File: config.mk
export PLATFORM = sky130hd
export DESIGN_NAME = vector_run_ctrl_flat
export DESIGN_NICKNAME = d
export VERILOG_FILES = /design/src/rtl/vector_ctrl_pkg.sv /design/src/rtl/vector_run_ctrl_if.sv /design/src/rtl/run_watchdog.sv /design/src/rtl/vector_run_ctrl.sv /design/src/flat_wrapper.sv
export SDC_FILE = /design/constraint.sdc
export NUM_CORES = 1
export LEC_CHECK = 0
export ABC_CLOCK_PERIOD_IN_PS = 3100
export CAP_MARGIN = 15
export CORE_ASPECT_RATIO = 0.7
export CORE_MARGIN = 4
export CORE_UTILIZATION = 39
export CTS_BUF_LIST = sky130_fd_sc_hd__clkbuf_8
export DETAILED_ROUTE_END_ITERATION = 10
export GPL_TIMING_DRIVEN = 0
export PLACE_DENSITY = 0.68
export SETUP_SLACK_MARGIN = 0.1
export SYNTH_ARGS = -nofsm -noshare
export SYNTH_HDL_FRONTEND = slang
export SYNTH_SLANG_ARGS = --single-unit
File: constraint.sdc
create_clock -name clk -period 3.1 [get_ports clk]
set_input_delay 0.62 -clock clk [delete_from_list [all_inputs] [get_ports clk]]
set_output_delay 0.62 -clock clk [all_outputs]
set_load 0.01 [all_outputs]
File: src/rtl/vector_ctrl_pkg.sv
// Shared definitions for the vector run sequencer.
// Holds the default widths, the sequencer state encodings and the
// repeat-count helper (a programmed count of 0 still means one run).
package vector_ctrl_pkg;

   localparam int unsigned A_WIDTH_DEF   = 12;
   localparam int unsigned CNT_WIDTH_DEF = 16;
   localparam int unsigned TO_WIDTH_DEF  = 24;

   typedef logic [2:0] state_t;

   localparam state_t ST_IDLE      = 3'd0;
   localparam state_t ST_LAUNCH    = 3'd1;
   localparam state_t ST_WAIT_DONE = 3'd2;
   localparam state_t ST_GAP       = 3'd3;
   localparam state_t ST_FINISH    = 3'd4;

   function automatic int unsigned eff_repeat(input int unsigned r);
      return (r == 0) ? 1 : r;
   endfunction

endpackage

File: src/rtl/vector_run_ctrl_if.sv
// Player / ADC-capture side of the run sequencer.
//   play_go, play_abort         : one-cycle launch / abort pulses to the player
//   play_start_addr/end_addr    : window held stable for the whole sequence
//   play_done                   : one-cycle pulse from the player, window finished
//   adc_start, adc_sequence_one : ADC capture trigger and run-0 marker
// master = sequencer side, slave = player / capture side.
interface vector_run_ctrl_if
   import vector_ctrl_pkg::*;
#(
   parameter int unsigned A_WIDTH = A_WIDTH_DEF
);
   logic               play_go;
   logic               play_abort;
   logic [A_WIDTH-1:0] play_start_addr;
   logic [A_WIDTH-1:0] play_end_addr;
   logic               play_done;
   logic               adc_start;
   logic               adc_sequence_one;

   modport master (
      output play_go, play_abort, play_start_addr, play_end_addr,
             adc_start, adc_sequence_one,
      input  play_done
   );

   modport slave (
      input  play_go, play_abort, play_start_addr, play_end_addr,
             adc_start, adc_sequence_one,
      output play_done
   );
endinterface

File: src/rtl/run_watchdog.sv
// Loadable down-counter watchdog.
//   clk, reset_n : clock, synchronous active-low reset
//   load         : load load_val (takes priority over counting)
//   load_val     : reload value; 0 disarms the watchdog
//   en           : count down while high
//   expire       : high during the last permitted enabled cycle
module run_watchdog #(
   parameter int unsigned W = 24
) (
   input  logic         clk,
   input  logic         reset_n,
   input  logic         load,
   input  logic [W-1:0] load_val,
   input  logic         en,
   output logic         expire
);
   logic [W-1:0] cnt;
   logic         armed;

   always_ff @(posedge clk) begin
      if (!reset_n) begin
         cnt   <= '0;
         armed <= 1'b0;
      end else if (load) begin
         cnt   <= load_val;
         armed <= |load_val;
      end else if (en && cnt != '0) begin
         cnt <= cnt - W'(1);
      end
   end

   // cnt <= 1 : the budget is used up at the end of this cycle
   assign expire = en && armed && (cnt[W-1:1] == '0);
endmodule

File: src/rtl/vector_run_ctrl.sv
// Run sequencer for the JTAG vector player.
//   clk, reset_n       : clock, synchronous active-low reset
//   cmd_start/abort    : one-cycle CPU strobes
//   cfg_*              : window, repeat count, gap, timeout, ADC policy
//   play (master)      : player launch/abort/window and ADC trigger
//   busy/done/err_*    : status; done and err_* are sticky until next start
//   run_count          : completed runs of the current/last sequence
module vector_run_ctrl
   import vector_ctrl_pkg::*;
#(
   parameter int unsigned A_WIDTH   = A_WIDTH_DEF,
   parameter int unsigned CNT_WIDTH = CNT_WIDTH_DEF,
   parameter int unsigned TO_WIDTH  = TO_WIDTH_DEF
) (
   input  logic                 clk,
   input  logic                 reset_n,
   input  logic                 cmd_start,
   input  logic                 cmd_abort,
   input  logic [A_WIDTH-1:0]   cfg_vec_start,
   input  logic [A_WIDTH-1:0]   cfg_vec_end,
   input  logic [CNT_WIDTH-1:0] cfg_repeat,
   input  logic [CNT_WIDTH-1:0] cfg_gap,
   input  logic [TO_WIDTH-1:0]  cfg_timeout,
   input  logic                 cfg_adc_every,
   vector_run_ctrl_if.master    play,
   output logic                 busy,
   output logic                 done,
   output logic                 err_cfg,
   output logic                 err_timeout,
   output logic [CNT_WIDTH-1:0] run_count
);
   state_t               state, state_nx;
   logic [A_WIDTH-1:0]   start_sh, end_sh;
   logic [CNT_WIDTH-1:0] rep_sh, gap_sh, gap_cnt, rc_inc;
   logic [TO_WIDTH-1:0]  to_sh, wd_val;
   logic                 every_sh, abort_r;
   logic                 start_req, cfg_ok, abort_req, last_run;
   logic                 wd_load, wd_en, wd_expire;

   assign start_req = cmd_start && !cmd_abort;
   assign cfg_ok    = cfg_vec_start <= cfg_vec_end;
   assign abort_req = cmd_abort && (state != ST_IDLE);
   assign rc_inc    = run_count + CNT_WIDTH'(1);
   assign last_run  = rc_inc == rep_sh;

   always_comb begin
      state_nx = state;
      case (state)
         ST_IDLE:      if (start_req && cfg_ok) state_nx = ST_LAUNCH;
         ST_LAUNCH:    state_nx = ST_WAIT_DONE;
         ST_WAIT_DONE: begin
            if (play.play_done)
               state_nx = last_run ? ST_FINISH :
                          (gap_sh == '0) ? ST_LAUNCH : ST_GAP;
            else if (wd_expire)
               state_nx = ST_IDLE;
         end
         ST_GAP:       if (gap_cnt[CNT_WIDTH-1:1] == '0) state_nx = ST_LAUNCH;
         ST_FINISH:    state_nx = ST_IDLE;
         default:      state_nx = ST_IDLE;
      endcase
      if (abort_req) state_nx = ST_IDLE;
   end

   // The watchdog is loaded on entry to LAUNCH so the launch cycle itself
   // counts against the budget; from IDLE the shadow is not yet valid.
   assign wd_load = state_nx == ST_LAUNCH;
   assign wd_val  = (state == ST_IDLE) ? cfg_timeout : to_sh;
   assign wd_en   = (state == ST_LAUNCH) || (state == ST_WAIT_DONE);

   run_watchdog #(.W(TO_WIDTH)) u_watchdog (
      .clk      (clk),
      .reset_n  (reset_n),
      .load     (wd_load),
      .load_val (wd_val),
      .en       (wd_en),
      .expire   (wd_expire)
   );

   always_ff @(posedge clk) begin
      if (!reset_n) begin
         state       <= ST_IDLE;
         start_sh    <= '0;
         end_sh      <= '0;
         rep_sh      <= '0;
         gap_sh      <= '0;
         to_sh       <= '0;
         every_sh    <= 1'b0;
         gap_cnt     <= '0;
         run_count   <= '0;
         abort_r     <= 1'b0;
         done        <= 1'b0;
         err_cfg     <= 1'b0;
         err_timeout <= 1'b0;
      end else begin
         state   <= state_nx;
         abort_r <= abort_req;
         case (state)
            ST_IDLE: begin
               if (start_req && cfg_ok) begin
                  start_sh    <= cfg_vec_start;
                  end_sh      <= cfg_vec_end;
                  rep_sh      <= CNT_WIDTH'(eff_repeat(32'(cfg_repeat)));
                  gap_sh      <= cfg_gap;
                  to_sh       <= cfg_timeout;
                  every_sh    <= cfg_adc_every;
                  run_count   <= '0;
                  done        <= 1'b0;
                  err_cfg     <= 1'b0;
                  err_timeout <= 1'b0;
               end else if (start_req) begin
                  err_cfg <= 1'b1;
               end
            end
            ST_WAIT_DONE: begin
               if (!cmd_abort) begin
                  if (play.play_done) begin
                     if (run_count != '1) run_count <= rc_inc;
                     gap_cnt <= gap_sh;
                  end else if (wd_expire) begin
                     err_timeout <= 1'b1;
                     abort_r     <= 1'b1;
                  end
               end
            end
            ST_GAP:    gap_cnt <= gap_cnt - CNT_WIDTH'(1);
            ST_FINISH: if (!cmd_abort) done <= 1'b1;
            default: ;
         endcase
      end
   end

   assign busy                  = (state == ST_LAUNCH) || (state == ST_WAIT_DONE) ||
                                  (state == ST_GAP);
   assign play.play_go          = state == ST_LAUNCH;
   assign play.play_abort       = abort_r;
   assign play.play_start_addr  = start_sh;
   assign play.play_end_addr    = end_sh;
   assign play.adc_start        = (state == ST_LAUNCH) && (every_sh || run_count == '0);
   assign play.adc_sequence_one = ((state == ST_LAUNCH) || (state == ST_WAIT_DONE)) &&
                                  (run_count == '0);
endmodule
File: src/flat_wrapper.sv
// flat-port wrapper written by rule: the top's interface ports become plain ports
module vector_run_ctrl_flat import vector_ctrl_pkg::*;
#(
   parameter int unsigned A_WIDTH   = A_WIDTH_DEF,
   parameter int unsigned CNT_WIDTH = CNT_WIDTH_DEF,
   parameter int unsigned TO_WIDTH  = TO_WIDTH_DEF
)
  (clk, reset_n, cmd_start, cmd_abort, cfg_vec_start, cfg_vec_end, cfg_repeat, cfg_gap, cfg_timeout, cfg_adc_every, busy, done, err_cfg, err_timeout, run_count, play_play_go, play_play_abort, play_play_start_addr, play_play_end_addr, play_adc_start, play_adc_sequence_one, play_play_done);
  vector_run_ctrl_if #(.A_WIDTH(A_WIDTH)) play_i ();
  input  logic clk;
  input  logic reset_n;
  input  logic cmd_start;
  input  logic cmd_abort;
  input  logic [A_WIDTH-1:0] cfg_vec_start;
  input  logic [A_WIDTH-1:0] cfg_vec_end;
  input  logic [CNT_WIDTH-1:0] cfg_repeat;
  input  logic [CNT_WIDTH-1:0] cfg_gap;
  input  logic [TO_WIDTH-1:0] cfg_timeout;
  input  logic cfg_adc_every;
  output logic busy;
  output logic done;
  output logic err_cfg;
  output logic err_timeout;
  output logic [CNT_WIDTH-1:0] run_count;
  output wire logic [$bits(play_i.play_go)-1:0] play_play_go;
  output wire logic [$bits(play_i.play_abort)-1:0] play_play_abort;
  output wire logic [$bits(play_i.play_start_addr)-1:0] play_play_start_addr;
  output wire logic [$bits(play_i.play_end_addr)-1:0] play_play_end_addr;
  output wire logic [$bits(play_i.adc_start)-1:0] play_adc_start;
  output wire logic [$bits(play_i.adc_sequence_one)-1:0] play_adc_sequence_one;
  input wire logic [$bits(play_i.play_done)-1:0] play_play_done;
  assign play_play_go = play_i.play_go;
  assign play_play_abort = play_i.play_abort;
  assign play_play_start_addr = play_i.play_start_addr;
  assign play_play_end_addr = play_i.play_end_addr;
  assign play_adc_start = play_i.adc_start;
  assign play_adc_sequence_one = play_i.adc_sequence_one;
  assign play_i.play_done = play_play_done;
  vector_run_ctrl #(.A_WIDTH(A_WIDTH), .CNT_WIDTH(CNT_WIDTH), .TO_WIDTH(TO_WIDTH)) u_core (.clk(clk), .reset_n(reset_n), .cmd_start(cmd_start), .cmd_abort(cmd_abort), .cfg_vec_start(cfg_vec_start), .cfg_vec_end(cfg_vec_end), .cfg_repeat(cfg_repeat), .cfg_gap(cfg_gap), .cfg_timeout(cfg_timeout), .cfg_adc_every(cfg_adc_every), .play(play_i), .busy(busy), .done(done), .err_cfg(err_cfg), .err_timeout(err_timeout), .run_count(run_count));
endmodule
==> results.py, run 1 <==
metrics = {
    "cts": {
        "cts_max_path_buffers": 2,
        "cts_tree": "built",
        "cts_hold_buf": 0,
        "h-tree-depth": 4,
        "cts.sinks": 145,
        "clkTransAtPathRegs_ps": 90,
        "cts_root_buf": "clkbuf_8",
        "clock_latency_ps": 460,
        "numCtsBuffers": 17,
    },
    "min_path": {
        "hold-path-cell-count": 2,
        "hold_class": "register to register",
    },
    "synthesis": {
        "synthArstFlopShare_pct": 0,
        "ys_seq_elements": 145,
        "yosys_warnings": 0,
        "ys.flop_type": "dfxtp_1",
        "synth_top_cell_area_share_pct": 37.6,
        "synth_edf_count": 0,
        "avgSynthCellArea_sq_um": 7.68,
        "postSynthCellCount": 1005,
        "synth_area_sq_mm": 0.00772,
        "netlist_top_cells_area": "dfxtp_1, nand2_1, a21oi_1",
        "ys_types": 65,
        "ys_seq_area_share_pct": 37.6,
        "syn_nets": 1107,
        "yosys.area.top_type": "dfxtp_1",
    },
    "setup_path": {
        "cp_data_arrival_time_ps": 3370,
        "crit_path_end_kind": "register",
        "cp_max_fo": 8,
        "worstSetupPathType": "register to register",
        "critPathRequiredTime_ps": 3400,
        "start_kind": "register",
        "ff2ff_path_depth": 11,
    },
    "placement": {
        "dp_hpwl_um": 19400,
        "portBuffers": 132,
        "place_congestion": 0.958,
        "dp_cells": 1401,
    },
    "global_route": {
        "grt_overflow": 0,
        "grt_pass1_vias": 7656,
        "grt_first_pass_wirelength_um": 41900,
        "grt_usage_pct": 23.7,
        "antenna_found_initial": 0,
        "grt_max_degree": 17,
    },
    "power": {
        "vdd_drop_max_mv": 0.253,
        "p_comb_share_pct": 22.1,
        "p_per_area_mw_per_mm2": 455,
        "p_clk_share_pct": 34.9,
        "p_sw_mw": 1.45,
        "switching_share_pct": 30.4,
        "p_seq_share_pct": 43.0,
        "p_int_mw": 3.32,
        "leakage_nw": 3.87,
    },
    "sta": {
        "setup_violations": 0,
        "fin_crit_sh_pct": 98.9,
        "hold_viol": 0,
        "slew_viol_final": 0,
        "worst_pin_slew_ps": 780,
        "rsz0062_at_grt": "true",
        "slew-limit-headroom_pct": 47.4,
        "post-route-min-period_ps": 3070,
        "finClkSkew_ps": 14.1,
        "max_freq_ghz": 0.326,
    },
    "route": {
        "drc": 0,
        "totalWireLength_um": 26900,
        "routedWlPerCell_um": 18.4,
        "antenna_left": 0,
        "via_count": 8204,
        "dr.pass1.iters": 6,
        "vias_per_cell": 5.60,
        "drtIter0Drc": 1003,
    },
    "floorplanning": {
        "fp.dieW_um": 176,
        "dieArea_sq_mm": 0.0221,
        "start_util_pct": 40.2,
        "rows": 42,
        "io_pins": 134,
        "fp.dieH_um": 126,
        "coreArea_sq_mm": 0.0192,
    },
    "cells_and_area": {
        "syn_to_final_growth_pct": 35.8,
        "fillers": 1812,
        "fin_cells": 1466,
        "drive_gt1_share_pct": 13.7,
        "postLayoutCoreUtil_pct": 54.7,
        "multi_input_area_sq_mm": 0.00471,
        "fin_nets": 1291,
        "seq_area_sq_mm": 0.00292,
        "antennaDiodeCount": 0,
    },
    "flow_run": {
        "maxCapViolCount": 0,
    },
    "outcome": {
        "run_status": "completed",
    },
}
[power by group through the flow]
stage | Combinational [mW] | Sequential [mW] | Clock [mW]
2_1_floorplan | 0.556 | 2.08 | 0
3_3_place_gp | 0.901 | 2.09 | 0
3_5_place_dp | 0.910 | 2.09 | 0
4_1_cts | 1.00 | 2.05 | 1.68
5_1_grt | 1.14 | 2.06 | 1.77
6_report | 1.05 | 2.05 | 1.67
[Yosys cell counts (3+ instances only)]
cell	number
a21oi_1	124
and4_1	4
nor3_1	27
nand3_1	14
mux2i_1	26
clkbuf_1	48
o22ai_1	3
nand3b_1	8
nand4b_1	5
and3_1	5
o211ai_1	4
nor2_1	58
a31oi_1	30
xor2_1	16
buf_4	3
nor2b_1	4
nor4b_1	4
ha_1	16
a311oi_1	6
or4_1	7
inv_1	25
nor3b_1	3
nand4_1	13
dfxtp_1	145
and2_1	6
nand2_1	203
buf_1	8
xnor2_1	23
or3_1	8
o21ai_0	43
o21a_1	6
buf_2	10
a211oi_1	25
nand2b_1	9
nor4_1	27
[cells by family (layout without fill, tap and decap cells)]
kind of cell / Yosys count / after routing / synth area share [%]
buf+inv: 98 / 295 / 5.28
mux: 28 / 28 / 3.66
flops: 145 / 145 / 37.6
compound gates: 263 / 263 / 20.2
xor+xnor: 40 / 40 / 4.72
simple gates: 415 / 415 / 26.0
fa+ha+maj: 16 / 16 / 2.59
[registers in the layout (all words and copies together) (netlist names)]
name	cells
u_core.done	1
u_core.err_cfg	1
u_core.err_timeout	1
u_core.every_sh	1
u_core.gap_cnt	16
u_core.gap_sh	16
u_core.play.play_abort	1
u_core.play.play_end_addr	12
u_core.play.play_start_addr	12
u_core.rep_sh	16
u_core.run_count	16
u_core.state	3
u_core.to_sh	24
u_core.u_watchdog.armed	1
u_core.u_watchdog.cnt	24
[path summary, 6_finish.rpt]
path | slack [ps] | end | startpoint
setup / recovery | 30 | u_core.u_watchdog.cnt[4] | u_core.run_count[0]
hold / removal | 460 | u_core.play.play_end_addr[9] | u_core.play.play_end_addr[9]
setup reg to reg | 30 | u_core.u_watchdog.cnt[4] | u_core.run_count[0]
hold reg to reg | 460 | u_core.play.play_end_addr[9] | u_core.play.play_end_addr[9]
[repair_timing]
item                       in CTS  in global routing
setup endpoints to repair     118                109
resized for setup              82                 43
buffers inserted               22                 10
pin swaps                      15                 21
gates cloned                    2                  0
[per-layer routing]
| layer | global-route usage, % | vias to the layer above | routed length (um) |
|---|---|---|---|
| li1 | - | 3947 | - |
| met1 | 34.5 | 3904 | 12600 |
| met2 | 35.6 | 322 | 11800 |
| met3 | 5.72 | 31 | 2180 |
| met4 | 5.00 | 0 | 333 |
| met5 | 0 | - | 0 |
[critical path: stages (launching register included)]
cell      delay, ps
dfxtp_4         380
ha_4            170
and3_4          200
a311oi_2        280
a31oi_1          60
or4_4           590
or3_4           420
a31oi_4         240
and3_4          230
buf_12          140
buf_6           140
a211oi_2         60
[cell usage in the layout (no fill, tap or decap), types with 25 or more instances in the layout]
master / netlist / layout
a31oi_1: 30 / 29
nand2_1: 203 / 203
nor4_1: 27 / 25
clkbuf_1: 48 / 35
mux2i_1: 26 / 26
dfxtp_1: 145 / 135
o21ai_0: 43 / 42
a21oi_1: 124 / 123
clkdlybuf4s50_1: 0 / 131
inv_1: 25 / 26
buf_4: 3 / 38
nor2_1: 58 / 56
[layout make-up]
cell class / instances / area share [%]
multi-input cells: 762 / 44.9
flip-flops and latches: 145 / 27.9
repair buffers: 166 / 15.2
plain buffers: 71 / 3.81
well taps: 264 / 3.15
clock buffers: 18 / 2.36
clock inverters: 14 / 1.80
inverters: 26 / 0.931
[through the flow]
stage | total power [mW] | area (sq um) | hold slack [ps] | setup slack, ps | setup TNS (ps)
after floorplan | 2.63 | 7720 | 434 | 105 | 0
after detailed placement | 3.00 | 9370 | 447 | -1130 | -95170
after CTS | 4.73 | 10300 | 458 | 40.9 | 0
final | 4.77 | 10500 | 457 | 34.9 | 0
after global routing | 4.96 | 10500 | 476 | -47.2 | -839
after global placement | 2.99 | 9370 | 441 | -1100 | -92990
No activity file was read; power rests on OpenSTA's default activity.
==> inputs of run 2 (changes only) <==
- SETUP_SLACK_MARGIN: 0.1 -> default
- TNS_END_PERCENT: default -> 100
==> run 2 against run 1 <==
Effect of this change:
- the run now ends with negative setup slack left
- non-clock buffer count fell by 4
- die area did not move
- critical path depth is 1 lower
- cell area fell by 0.39%
- critical endpoint is now u_core.u_watchdog.cnt[14]
==> results.py, run 2 (same netlist as run 1, synthesis figures left out) <==
metrics = {
    "power": {
        "p_clk_share_pct": 34.2,
        "p_sw_mw": 1.38,
        "vdd_drop_max_mv": 0.219,
        "p_seq_share_pct": 43.7,
        "p_comb_share_pct": 22.1,
        "power_mw": 4.71,
        "p_int_mw": 3.33,
        "switching_share_pct": 29.3,
        "p_per_area_mw_per_mm2": 451,
        "leakage_nw": 3.88,
    },
    "setup_path": {
        "cp_data_arrival_time_ps": 3490,
        "start_kind": "register",
        "worstSetupPathType": "register to register",
        "critPathRequiredTime_ps": 3410,
        "crit_path_end_kind": "register",
        "cp_max_fo": 7,
    },
    "cells_and_area": {
        "reg_top3": "u_core.to_sh: 24 flops, u_core.u_watchdog.cnt: 24 flops",
        "fin_cells": 1462,
        "drive_gt1_share_pct": 13.2,
        "mostFrequentLayoutCell": "nand2_1",
        "syn_to_final_growth_pct": 35.3,
        "final_cell_mix": "nand2_1, dfxtp_1, clkdlybuf4s50_1",
        "fin_nets": 1287,
    },
    "placement": {
        "portBuffers": 132,
        "dp_hpwl_um": 19700,
        "place_congestion": 0.959,
        "dp_cells": 1401,
    },
    "route": {
        "vias_per_cell": 5.61,
        "antenna_left": 0,
        "routedWlPerCell_um": 18.5,
        "via_count": 8209,
        "drc": 0,
        "totalWireLength_um": 27100,
        "dr.pass1.iters": 5,
        "drtIter0Drc": 964,
    },
    "global_route": {
        "grt_usage_pct": 23.8,
        "grt_max_degree": 17,
        "grt_overflow": 0,
        "antenna_found_initial": 0,
        "grt_first_pass_wirelength_um": 41900,
        "grt_pass1_vias": 7520,
    },
    "floorplanning": {
        "rows": 42,
        "start_util_pct": 40.2,
        "dieArea_sq_mm": 0.0221,
        "fp.dieH_um": 126,
        "fp.dieW_um": 176,
        "io_pins": 134,
        "coreArea_sq_mm": 0.0192,
    },
    "outcome": {
        "run_status": "finished with violations",
        "violations": "negative setup slack",
    },
    "cts": {
        "cts_root_buf": "clkbuf_8",
        "numCtsBuffers": 17,
        "cts_tree": "built",
        "clock_latency_ps": 460,
        "clkTransAtPathRegs_ps": 80,
        "cts_hold_buf": 0,
        "h-tree-depth": 4,
        "cts.sinks": 145,
        "cts_max_path_buffers": 2,
    },
    "sta": {
        "setup_violations": 24,
        "worst_pin_slew_ps": 804,
        "fin_crit_sh_pct": 103,
        "finClkSkew_ps": 10.5,
        "slew_viol_final": 0,
        "hold_slack_ps": 456,
        "slew-limit-headroom_pct": 45.9,
        "post-route-min-period_ps": 3180,
        "rsz0062_at_grt": "true",
        "max_freq_ghz": 0.314,
        "final.setup.worst_slack_ps": -81.5,
        "hold_viol": 0,
    },
    "flow_run": {
        "maxCapViolCount": 0,
    },
    "min_path": {
        "hold_class": "register to register",
    },
}
[run 2: cell types whose count changed in the layout (fill, tap and decap cells not counted), moves of 3 or more]
| cell | before | now |
|---|---|---|
| buf_4 | 38 | 31 |
| buf_2 | 6 | 11 |
| clkbuf_8 | 19 | 23 |
| a211oi_1 | 4 | 7 |
| a211oi_2 | 21 | 18 |
| buf_6 | 8 | 5 |
| clkinv_4 | 3 | 0 |
| inv_1 | 26 | 29 |
[run 2: final cells by class]
class                      instances  area, sq um
buffer                            70          373
clock inverter                     8          110
inverter                          26         97.6
tap                              264          330
timing repair buffer             163         1590
sequential                       145         2920
multi-input combinational        762         4700
fill                            1847         8740
antenna                            1         2.50
clock buffer                      23          317
[run 2: stage by stage]
| stage | area (sq um) | worst slack [ps] | TNS, ps | util [%] |
|---|---|---|---|---|
| after floorplan | 7720 | 26.7 | 0 | - |
| after global placement | 9370 | -1130 | -96550 | 48.9 |
| after detailed placement | 9370 | -1140 | -97360 | 48.9 |
| after CTS | 9980 | 6.31 | 0 | 52.0 |
| after global routing | 10400 | -172 | -3480 | 54.4 |
| final | 10400 | -81.5 | -1400 | 54.4 |
[run 2: power by group through the flow]
stage	combinational (mW)	sequential (mW)	clock, mW
2_1_floorplan	0.556	2.08	0
6_report	1.04	2.06	1.61
3_5_place_dp	0.912	2.09	0
4_1_cts	0.941	2.05	1.63
5_1_grt	1.14	2.07	1.72
3_3_place_gp	0.899	2.09	0
[run 2: path summary, 6_finish.rpt]
| check | from | endpoint | depth (start not counted) | slack (ps) |
|---|---|---|---|---|
| setup reg to reg | u_core.run_count[1] | u_core.u_watchdog.cnt[14] | 10 | -80 |
| hold / removal | u_core.play.play_end_addr[11] | u_core.play.play_end_addr[11] | 2 | 460 |
| setup / recovery | u_core.run_count[1] | u_core.u_watchdog.cnt[14] | 10 | -80 |
| hold reg to reg | u_core.play.play_end_addr[11] | u_core.play.play_end_addr[11] | 2 | 460 |
[run 2: layer usage]
metal	up-vias	share of wire, %	track usage (%)
li1	3942	-	-
met1	3807	44	34.0
met2	411	43	35.1
met3	49	10	6.47
met4	0	1.9	6.69
met5	-	0	0
[run 2: worst max-delay path: stages (launching register included)]
cell       delay (ps)
dfxtp_4           390
ha_4              200
and3_4            220
a311oi_2          250
a31oi_1            70
or4_4             560
or3_4             420
a31oi_4           310
and3_4            360
clkbuf_16         190
a211oi_1           60
[run 2: timing repair]
action                                 CTS  global route
gates resized for setup                 32            98
buffers inserted                         7            21
endpoints found under the hold margin    0             0
setup endpoints to repair               94            90
cloned                                   0             3
pin swaps                                4            15
==> inputs of run 3 (changes only) <==
- HOLD_SLACK_MARGIN: default -> 0.12
==> results of run 3 <==
Same layout as run 2: the final DEF is identical, and so are final timing and power.
